--- src/rtl/cache_controller.sv ---
// Control FSM between the CPU and a direct-mapped word cache / data memory pair.
// Write-through, word write-allocate; a read miss fetches a 4-word block, then re-reads.
module cache_controller #(
  parameter int ADDR_WIDTH = 10,
  parameter int TAG_WIDTH  = 3,
  parameter int CNT_WIDTH  = 16
) (
  input  logic                  CLK,
  input  logic                  RST,
  input  logic                  MemRead,
  input  logic                  MemWrite,
  input  logic [ADDR_WIDTH-1:0] Address,
  input  logic                  Valid,
  input  logic [TAG_WIDTH-1:0]  Tag,
  input  logic                  MemReady,
  output logic                  Stall,
  output logic                  CacheRead,
  output logic                  CacheWrite,
  output logic                  Fill,
  output logic                  MemRdEn,
  output logic                  MemWrEn,
  output logic [CNT_WIDTH-1:0]  HitCount,
  output logic [CNT_WIDTH-1:0]  MissCount
);

  typedef enum logic [1:0] {
    IDLE    = 2'd0,
    RD_MISS = 2'd1,
    RD_FILL = 2'd2,
    WR_WAIT = 2'd3
  } state_t;

  localparam logic [CNT_WIDTH-1:0] CNT_MAX = {CNT_WIDTH{1'b1}};
  localparam logic [CNT_WIDTH-1:0] CNT_ONE = {{(CNT_WIDTH-1){1'b0}}, 1'b1};

  state_t state_r;
  state_t next_state_s;
  logic   hit_s;
  logic   hit_inc_s;
  logic   miss_inc_s;

  // Tag compare against the cache's stored tag for the indexed line
  always_comb begin
    hit_s = Valid & (Tag == Address[ADDR_WIDTH-1 -: TAG_WIDTH]);
  end

  // Next-state and strobe decode; everything is forced low while reset is held
  always_comb begin
    next_state_s = state_r;
    Stall        = 1'b0;
    CacheRead    = 1'b0;
    CacheWrite   = 1'b0;
    Fill         = 1'b0;
    MemRdEn      = 1'b0;
    MemWrEn      = 1'b0;
    hit_inc_s    = 1'b0;
    miss_inc_s   = 1'b0;
    if (RST) begin
      case (state_r)
        IDLE: begin
          // Read wins if the CPU ever raises both requests
          if (MemRead) begin
            if (hit_s) begin
              CacheRead = 1'b1;
              hit_inc_s = 1'b1;
            end else begin
              Stall        = 1'b1;
              miss_inc_s   = 1'b1;
              next_state_s = RD_MISS;
            end
          end else if (MemWrite) begin
            CacheWrite   = 1'b1;
            Stall        = 1'b1;
            next_state_s = WR_WAIT;
          end else begin
            next_state_s = IDLE;
          end
        end
        RD_MISS: begin
          MemRdEn = 1'b1;
          Stall   = 1'b1;
          if (MemReady) begin
            Fill         = 1'b1;
            next_state_s = RD_FILL;
          end else begin
            next_state_s = RD_MISS;
          end
        end
        RD_FILL: begin
          CacheRead    = 1'b1;
          Stall        = 1'b1;
          next_state_s = IDLE;
        end
        WR_WAIT: begin
          MemWrEn = 1'b1;
          Stall   = 1'b1;
          if (MemReady) begin
            next_state_s = IDLE;
          end else begin
            next_state_s = WR_WAIT;
          end
        end
        default: begin
          next_state_s = IDLE;
        end
      endcase
    end else begin
      next_state_s = IDLE;
    end
  end

  // State register and saturating hit/miss statistics
  always_ff @(posedge CLK or negedge RST) begin
    if (!RST) begin
      state_r   <= IDLE;
      HitCount  <= {CNT_WIDTH{1'b0}};
      MissCount <= {CNT_WIDTH{1'b0}};
    end else begin
      state_r <= next_state_s;
      if (hit_inc_s && (HitCount != CNT_MAX)) begin
        HitCount <= HitCount + CNT_ONE;
      end
      if (miss_inc_s && (MissCount != CNT_MAX)) begin
        MissCount <= MissCount + CNT_ONE;
      end
    end
  end

endmodule

--- config.mk ---
export PLATFORM = sky130hd
export DESIGN_NAME = cache_controller
export DESIGN_NICKNAME = d
export VERILOG_FILES = /design/src/rtl/cache_controller.sv
export SDC_FILE = /design/constraint.sdc
export NUM_CORES = 1
export LEC_CHECK = 0
export BUFFER_PORTS_ARGS = -buffer_cell sky130_fd_sc_hd__buf_2
export CORE_MARGIN = 5
export CORE_UTILIZATION = 54
export DETAILED_ROUTE_END_ITERATION = 7
export PLACE_DENSITY_LB_ADDON = 0.1
export SLEW_MARGIN = 20
export SYNTH_ARGS = -nofsm -noshare
export SYNTH_HDL_FRONTEND = slang
export SYNTH_SLANG_ARGS = --single-unit
--- constraint.sdc ---
create_clock -name CLK -period 4.9 [get_ports CLK]
set_input_delay 0.49 -clock CLK [delete_from_list [all_inputs] [get_ports CLK]]
set_output_delay 0.49 -clock CLK [all_outputs]
set_load 0.03 [all_outputs]
==> results.txt, run 1 <==
----------------------------------------------------
[Routing]
  Total Wirelength ... 3623 microns
  Vias per std cell ... 5.369
  Number of nets still failing antenna checks after routing ... 0
  DRC ... 0
  Detailed-routing wirelength on met1 ... 1566 microns
  Mean routed wirelength per cell ... 14.21 microns
  Vias ... 1369
  Met2 routed WL ... 1756 microns
  Routed length on met3 ... 275 microns
  Detailed Route Iter0 Violations ... 69
  First-pass DRT Iterations ... 4
  Highest signal layer in the routed design ... met4

[Final layout]
  Nets ... 231
  Area grow syn2layout ... 19.46%
  Count of inserted antenna diode cells ... 0
  Number of fill cells in the layout ... 273
  Final instance count without filler cells ... 255
  Multi-input combinational cell area ... 835.8 sq um
  Share of final-layout standard cells stronger than drive strength 1 ... 0.3033
  Final cell area excluding filler cells ... 2051 sq um
  Storage cell area ... 850.8 sq um

[Clock network]
  Maximum buffer depth of the clock tree ... 2
  Number of resized instances in the post-cts repair step ... 0
  Insertion delay of the later-clocked pin in the worst-skew pair ... 0.34 ns
  Total clock sinks ... 34
  Clock root buffer ... sky130_fd_sc_hd__clkbuf_4
  H-tree lvl count ... 2
  Clock-pin slew on the worst setup and hold paths ... 0.10 ns
  Post-CTS repair timing setup buffer count ... 0
  CTS tree ... yes
  Hold Buf Count CTS ... 0
  Number of buffers inserted during clock tree synthesis ... 5

[Power and ir drop]
  Worst voltage drop across the vdd grid ... 352.7 uV
  Leakage power summed over all cells ... 1.049 nW
  Total power of the final layout ... 0.6751 mW
  Power Dens Cells ... 329.2 nW/um^2

[Global routing]
  Pin count of the biggest net entering global routing ... 42
  Vias in the first global route ... 1339
  Wire length of the first global-routing pass ... 6078 microns
  Sum of overflow across all layers after global routing ... 0
  GRT Resource Usage Total ... 0.1848
  Number of antenna violations at the first check in global routing ... 0

[Place]
  Hpwl dp ... 2691 microns
  Count of buffers from port buffering ... 49
  DP Area ... 1991 sq um
  Last weighted congestion value of the routability-driven placer ... 0.7764
  Cell total after placement ... 247

[Synthesis]
  Most common flop cell mapped by yosys ... sky130_fd_sc_hd__dfrtp_1
  FFs w/ async S/R, synth ... 1.000
  Netlist area before placement ... 1717 sq um
  Number of distinct standard cells referenced by the synthesized netlist ... 34
  Post-synthesis net count ... 178
  Number of flops mapped to enable cells by yosys ... 0
  Sequential-to-total area share from yosys stat ... 0.4956
  Synthesis Warnings ... 0
  Post-synthesis cell count ... 157
  Post-synthesis sequential element count ... 34
  Avg Inst Size Synth ... 10.93 sq um

[Worst setup path]
  Maximum fanout encountered on the critical timing path ... 41
  Required @ worst endpoint ... 4.41 ns
  Worst-case reg-to-reg path depth ... 4
  Critical Path Source Type ... input port
  Crit path arrival time ... 2.13 ns
  Reg-to-reg endpoint ... HitCount[1]$_DFFE_PN0P_
  Startpoint of the worst-slack reg-to-reg timing path ... HitCount[0]$_DFFE_PN0P_
  Kind of end point of the critical path ... output pin
  Register-to-register setup slack ... 2.79 ns
  Type of the worst setup path ... input port to output pin

[STA]
  Number of slew-limit violations in the final report ... 0
  Setup repair after global routing missed its margin ... false
  Highest clock frequency the design can meet ... 0.3811 GHz
  Clock Skew ... 0.004453 ns
  Max-Slew Margin vs Limit ... 0.4457
  Final setup TNS ... 0 ns
  Final setup violating endpoints ... 0
  Worst-margin pin slew ... 0.8314 ns
  Hold Violations, Final ... 0
  Final critical path time including I/O delays and setup ... 2.624 ns
  Part of the cycle the worst path needs ... 0.5355

[Floorplanning]
  Standard-cell row count ... 20
  Core ar. ... 3053 sq um
  Starting utilization of the core area ... 0.5623
  Area enclosed by the die boundary ... 4406 sq um
  Chip width ... 66.38 microns
  Number of I/O pins ... 57
  Vertical die dimension ... 66.38 microns

[Run]
  Number of max-cap violations ... 0

[Min path]
  Worst hold-check path type ... input port to asynchronous set/reset pin

[Run status]
  Outcome ... completed

----------------------------------------------------
==> registers in the layout, summed over array words and instances, names as in the netlist <==
name / cells
HitCount: 16
state_r: 2
MissCount: 16
==> per-stage QoR <==
| step | utilization | setup slack (ns) | hold slack [ns] |
|---|---|---|---|
| 6_report | 0.6717 | 2.276 | 0.2400 |
| 3_3_place_gp | 0.6520 | 2.099 | 0.4711 |
| 2_1_floorplan | - | 2.909 | 0.1944 |
| 3_5_place_dp | 0.6520 | 2.043 | 0.4750 |
| 4_1_cts | 0.6717 | 2.220 | 0.2451 |
| 5_1_grt | 0.6717 | 2.024 | 0.2796 |
==> Yosys cell counts, types with 2 or more instances <==
library cell	count	area, sq um
sky130_fd_sc_hd__nand4_1	11	68.82
sky130_fd_sc_hd__nand2_1	17	63.81
sky130_fd_sc_hd__dfrtp_1	34	850.8
sky130_fd_sc_hd__ha_1	2	25.02
sky130_fd_sc_hd__nor2_1	4	15.01
sky130_fd_sc_hd__a21oi_1	2	10.01
sky130_fd_sc_hd__buf_4	2	15.01
sky130_fd_sc_hd__nand2b_1	4	25.02
sky130_fd_sc_hd__nand3_1	8	40.04
sky130_fd_sc_hd__and3_1	11	68.82
sky130_fd_sc_hd__o21ai_0	3	15.01
sky130_fd_sc_hd__and2_1	3	18.77
sky130_fd_sc_hd__and4_1	4	35.03
sky130_fd_sc_hd__mux2_2	2	22.52
sky130_fd_sc_hd__nor2b_1	2	12.51
sky130_fd_sc_hd__xor2_1	6	52.55
sky130_fd_sc_hd__xnor2_1	25	219.0
==> cells in the final DEF (no fill, tap or decap), types with 2 or more instances in the layout <==
| master | count |
|---|---|
| sky130_fd_sc_hd__and4_1 | 4 |
| sky130_fd_sc_hd__and3_1 | 11 |
| sky130_fd_sc_hd__nand2b_1 | 4 |
| sky130_fd_sc_hd__xor2_1 | 6 |
| sky130_fd_sc_hd__a21oi_1 | 2 |
| sky130_fd_sc_hd__mux2_2 | 2 |
| sky130_fd_sc_hd__buf_2 | 49 |
| sky130_fd_sc_hd__nand4_1 | 11 |
| sky130_fd_sc_hd__dfrtp_1 | 34 |
| sky130_fd_sc_hd__nand3_1 | 8 |
| sky130_fd_sc_hd__ha_1 | 2 |
| sky130_fd_sc_hd__and2_1 | 3 |
| sky130_fd_sc_hd__xnor2_1 | 25 |
| sky130_fd_sc_hd__clkbuf_4 | 5 |
| sky130_fd_sc_hd__nor2_1 | 4 |
| sky130_fd_sc_hd__nor2b_1 | 2 |
| sky130_fd_sc_hd__nand2_1 | 17 |
| sky130_fd_sc_hd__o21ai_0 | 3 |
==> logic make-up after synthesis <==
family	after synthesis	synth area share
simple gates	72	0.2464
flops	34	0.4956
xor+xnor	31	0.1582
compound gates	12	0.05466
buf+inv	4	0.01749
mux	2	0.01312
fa+ha+maj	2	0.01457
==> worst max-delay path, stage by stage <==
cell and delay (ns):
sky130_fd_sc_hd__buf_2 0.63, sky130_fd_sc_hd__nor3b_2 0.33, sky130_fd_sc_hd__and2_1 0.22, sky130_fd_sc_hd__nand2_1 0.08, sky130_fd_sc_hd__a21oi_1 0.15, sky130_fd_sc_hd__buf_2 0.22
==> worst max path at each step <==
stage | startpoint | end | depth (start not counted)
after floorplan | Address[7] | CacheRead | 4
after global placement | RST | HitCount[1]$_DFFE_PN0P_ | 5
after detailed placement | RST | HitCount[1]$_DFFE_PN0P_ | 5
after CTS | RST | CacheRead | 6
after global routing | RST | CacheRead | 6
final | RST | CacheRead | 6
==> where the power goes <==
part | internal [mW] | switching, mW
logic | 0.0565 | 0.105
clock network | 0.0695 | 0.0956
registers | 0.309 | 0.0394
==> area by class of cell <==
type,count,share of cell area
sequential,34,0.4149
multi-input combinational,119,0.4076
inverter,1,0.001830
tap,44,0.02685
clock inverter,1,0.002441
clock buffer,7,0.02685
timing repair buffer,49,0.1196
==> routing by layer <==
metal  up-vias  GRT usage
li1        666          -
met1       663     0.2120
met2        37     0.3123
met3         3    0.07823
met4         0    0.05330
met5         -          0
(Power assumes the default switching activity.)
==> run 2: changes to the inputs <==
--- a/config.mk
+++ b/config.mk
@@ -7,7 +7,7 @@
 export LEC_CHECK = 0
 export BUFFER_PORTS_ARGS = -buffer_cell sky130_fd_sc_hd__buf_2
 export CORE_MARGIN = 5
-export CORE_UTILIZATION = 54
+export CORE_UTILIZATION = 45
 export DETAILED_ROUTE_END_ITERATION = 7
 export PLACE_DENSITY_LB_ADDON = 0.1
 export SLEW_MARGIN = 20
==> constraint.sdc (replaced) <==
create_clock -name CLK -period 2.2 [get_ports CLK]
set_input_delay 0.22 -clock CLK [delete_from_list [all_inputs] [get_ports CLK]]
set_output_delay 0.22 -clock CLK [all_outputs]
set_load 0.03 [all_outputs]
==> run 2 against run 1 <==
  * Die area rose by 17%
  * Non-clock buffer count increased by 2
  * Count of clock-buffer cells in the layout did not move
  * Largest cell class unchanged
  * Final cell count up 2.4%
  * Total power is 140% higher
  * Highest routed layer unchanged
  * Global-route usage fell by 4.0 points
  * Core utilization shrank 10 points
  * First-iteration DRC count grew 23%
  * Cell area increased by 2.5%
  * The flow now finishes with violations (negative hold slack)
  * Combinational power grew 120%
  * Critical path type is now flip-flop to output pin
  * Register-to-register slack got worse by 2.5 ns
  * Critical path depth shrank 1
==> results.txt, run 2 (synthesis results as in run 1) <==
----------------------------------------------------
[Run status]
  Outcome ... finished, violations left (was completed)
  Violated checks ... negative hold slack

[Clock network]
  Clock root buffer ... sky130_fd_sc_hd__clkbuf_8 (was sky130_fd_sc_hd__clkbuf_4)
  Post-CTS repair timing setup buffer count ... 0 (unchanged)
  Number of buffers inserted during clock tree synthesis ... 5 (unchanged)
  Number of resized instances in the post-cts repair step ... 0 (unchanged)
  Maximum buffer depth of the clock tree ... 2 (unchanged)
  H-tree lvl count ... 2 (unchanged)
  Clock-pin slew on the worst setup and hold paths ... 0.07 ns (was 0.10 ns)
  CTS tree ... yes (unchanged)
  Insertion delay of the later-clocked pin in the worst-skew pair ... 0.28 ns (was 0.34 ns)
  Hold Buf Count CTS ... 0 (unchanged)
  Total clock sinks ... 34 (unchanged)

[Routing]
  Total Wirelength ... 3540 microns (was 3623 microns)
  First-pass DRT Iterations ... 4 (unchanged)
  Routed length on met3 ... 304 microns (was 275 microns)
  Detailed-routing wirelength on met1 ... 1542 microns (was 1566 microns)
  Vias ... 1359 (was 1369)
  Vias per std cell ... 5.207 (was 5.369)
  Number of nets still failing antenna checks after routing ... 0 (unchanged)
  Mean routed wirelength per cell ... 13.56 microns (was 14.21 microns)
  Met2 routed WL ... 1649 microns (was 1756 microns)
  Detailed Route Iter0 Violations ... 85 (was 69)
  DRC ... 0 (unchanged)
  Highest signal layer in the routed design ... met4 (unchanged)

[Final layout]
  Largest registers in the final layout ... HitCount: 16 flops, MissCount: 16 flops, state_r: 2 flops (unchanged)
  Commonest non-fill, non-tap cells in the layout ... sky130_fd_sc_hd__buf_2, sky130_fd_sc_hd__dfrtp_1, sky130_fd_sc_hd__xnor2_1 (unchanged)
  Number of fill cells in the layout ... 351 (was 273)
  Multi-input combinational cell area ... 835.8 sq um (unchanged)
  Area grow syn2layout ... 22.45% (was 19.46%)
  Count of inserted antenna diode cells ... 0 (unchanged)
  Nets ... 233 (was 231)
  Fin util ... 0.5699 (was 0.6717)
  Share of final-layout standard cells stronger than drive strength 1 ... 0.3099 (was 0.3033)
  Final cell area excluding filler cells ... 2102 sq um (was 2051 sq um)
  Commonest non-fill, non-tap cell in the layout ... sky130_fd_sc_hd__buf_2 (unchanged)
  Storage cell area ... 850.8 sq um (unchanged)

[Place]
  Count of buffers from port buffering ... 49 (unchanged)
  DP Area ... 2011 sq um (was 1991 sq um)
  Hpwl dp ... 2621 microns (was 2691 microns)
  Last weighted congestion value of the routability-driven placer ... 0.7630 (was 0.7764)

[STA]
  Hold Violations, Final ... 5 (was 0)
  Final setup TNS ... 0 ns (unchanged)
  Final critical path time including I/O delays and setup ... 1.894 ns
  Clock Skew ... 0.003790 ns (was 0.004453 ns)
  Highest clock frequency the design can meet ... 0.5279 GHz
  Number of slew-limit violations in the final report ... 0 (unchanged)
  Part of the cycle the worst path needs ... 0.8610
  Max-Slew Margin vs Limit ... 0.6855 (was 0.4457)
  Final setup violating endpoints ... 0 (unchanged)
  Setup repair after global routing missed its margin ... false (unchanged)
  Worst-margin pin slew ... 0.4717 ns (was 0.8314 ns)
  Worst hold slack ... -0.004785 ns (was 0.2400 ns)

[Worst setup path]
  Required @ worst endpoint ... 1.98 ns (was 4.41 ns)
  Startpoint of the worst-slack reg-to-reg timing path ... MissCount[0]$_DFFE_PN0P_ (was HitCount[0]$_DFFE_PN0P_)
  Type of the worst setup path ... flip-flop to output pin (was input port to output pin)
  Worst setup path startpoint ... state_r[1]$_DFFE_PN0P_ (was RST)
  Crit path arrival time ... 1.67 ns (was 2.13 ns)
  Kind of end point of the critical path ... output pin (unchanged)
  Maximum fanout encountered on the critical timing path ... 8 (was 41)
  Critical Path Source Type ... flip-flop (was input port)

[Global routing]
  Vias in the first global route ... 1289 (was 1339)
  GRT Resource Usage Total ... 0.1448 (was 0.1848)
  Pin count of the biggest net entering global routing ... 41 (was 42)
  Wire length of the first global-routing pass ... 5975 microns (was 6078 microns)
  Sum of overflow across all layers after global routing ... 0 (unchanged)
  Number of antenna violations at the first check in global routing ... 0 (unchanged)

[Floorplanning]
  Chip width ... 71.77 microns (was 66.38 microns)
  Number of I/O pins ... 57 (unchanged)
  Starting utilization of the core area ... 0.4654 (was 0.5623)
  Core ar. ... 3689 sq um (was 3053 sq um)
  Area enclosed by the die boundary ... 5150 sq um (was 4406 sq um)
  Vertical die dimension ... 71.77 microns (was 66.38 microns)
  Standard-cell row count ... 22 (was 20)

[Power and ir drop]
  Power Dens Cells ... 763.5 nW/um^2 (was 329.2 nW/um^2)
  Worst voltage drop across the vdd grid ... 635.2 uV (was 352.7 uV)
  Total power of the final layout ... 1.605 mW (was 0.6751 mW)
  Leakage power summed over all cells ... 1.073 nW (was 1.049 nW)

[Min path]
  Worst hold-check path type ... input port to asynchronous set/reset pin (unchanged)

[Run]
  Number of max-cap violations ... 0 (unchanged)

----------------------------------------------------
-- run 2: changes by cell type in the layout (fill, tap and decap cells not counted) --
cell,previous run,this run
sky130_fd_sc_hd__clkbuf_4,5,0
sky130_fd_sc_hd__clkbuf_8,1,6
sky130_fd_sc_hd__buf_4,0,2
-- run 2: final timing paths --
kind,to,slack [ns],depth (start not counted)
worst max-delay path,CacheRead,0.31,5
worst min-delay path,MissCount[10]$_DFFE_PN0P_,-0.005,2
worst max register to register,MissCount[1]$_DFFE_PN0P_,0.31,5
min in group CLK,state_r[1]$_DFFE_PN0P_,0.32,4
max in group asynchronous,HitCount[1]$_DFFE_PN0P_,1.87,2
worst min register to register,HitCount[3]$_DFFE_PN0P_,0.48,1
-- run 2: final cells by class --
| class | instances | share of cell area |
|---|---|---|
| multi-input cells | 119 | 0.3976 |
| clock buffers | 7 | 0.04107 |
| well taps | 48 | 0.02857 |
| clock inverters | 1 | 0.002381 |
| repair buffers | 51 | 0.1238 |
| inverters | 1 | 0.001786 |
| flip-flops and latches | 34 | 0.4048 |
-- run 2: critical path, cell delays in order, from the launching register on --
cell,delay [ns]
sky130_fd_sc_hd__dfrtp_1,0.46
sky130_fd_sc_hd__nor3b_2,0.27
sky130_fd_sc_hd__and2_1,0.23
sky130_fd_sc_hd__nand2_1,0.08
sky130_fd_sc_hd__a21oi_1,0.14
sky130_fd_sc_hd__buf_2,0.21
-- run 2: power breakdown --
part / total, mW / switching (mW) / internal (mW) / leakage, nW
sequential: 0.775 / 0.0870 / 0.688 / 0.463
clock: 0.468 / 0.216 / 0.252 / 0.0482
combinational: 0.361 / 0.234 / 0.127 / 0.562
total: 1.60 / 0.537 / 1.07 / 1.07
-- run 2: stage by stage --
stage	worst slack, ns	cells
after floorplan	0.3158	157
after global placement	0.3712	253
after detailed placement	0.3318	253
after CTS	0.2928	261
after global routing	0.1660	261
final	0.3059	261
-- run 2: routing by layer --
metal / up-vias / GRT usage
met5: - / 0
met4: 0 / 0.05010
met3: 4 / 0.04769
met1: 647 / 0.1817
li1: 668 / -
met2: 40 / 0.2337
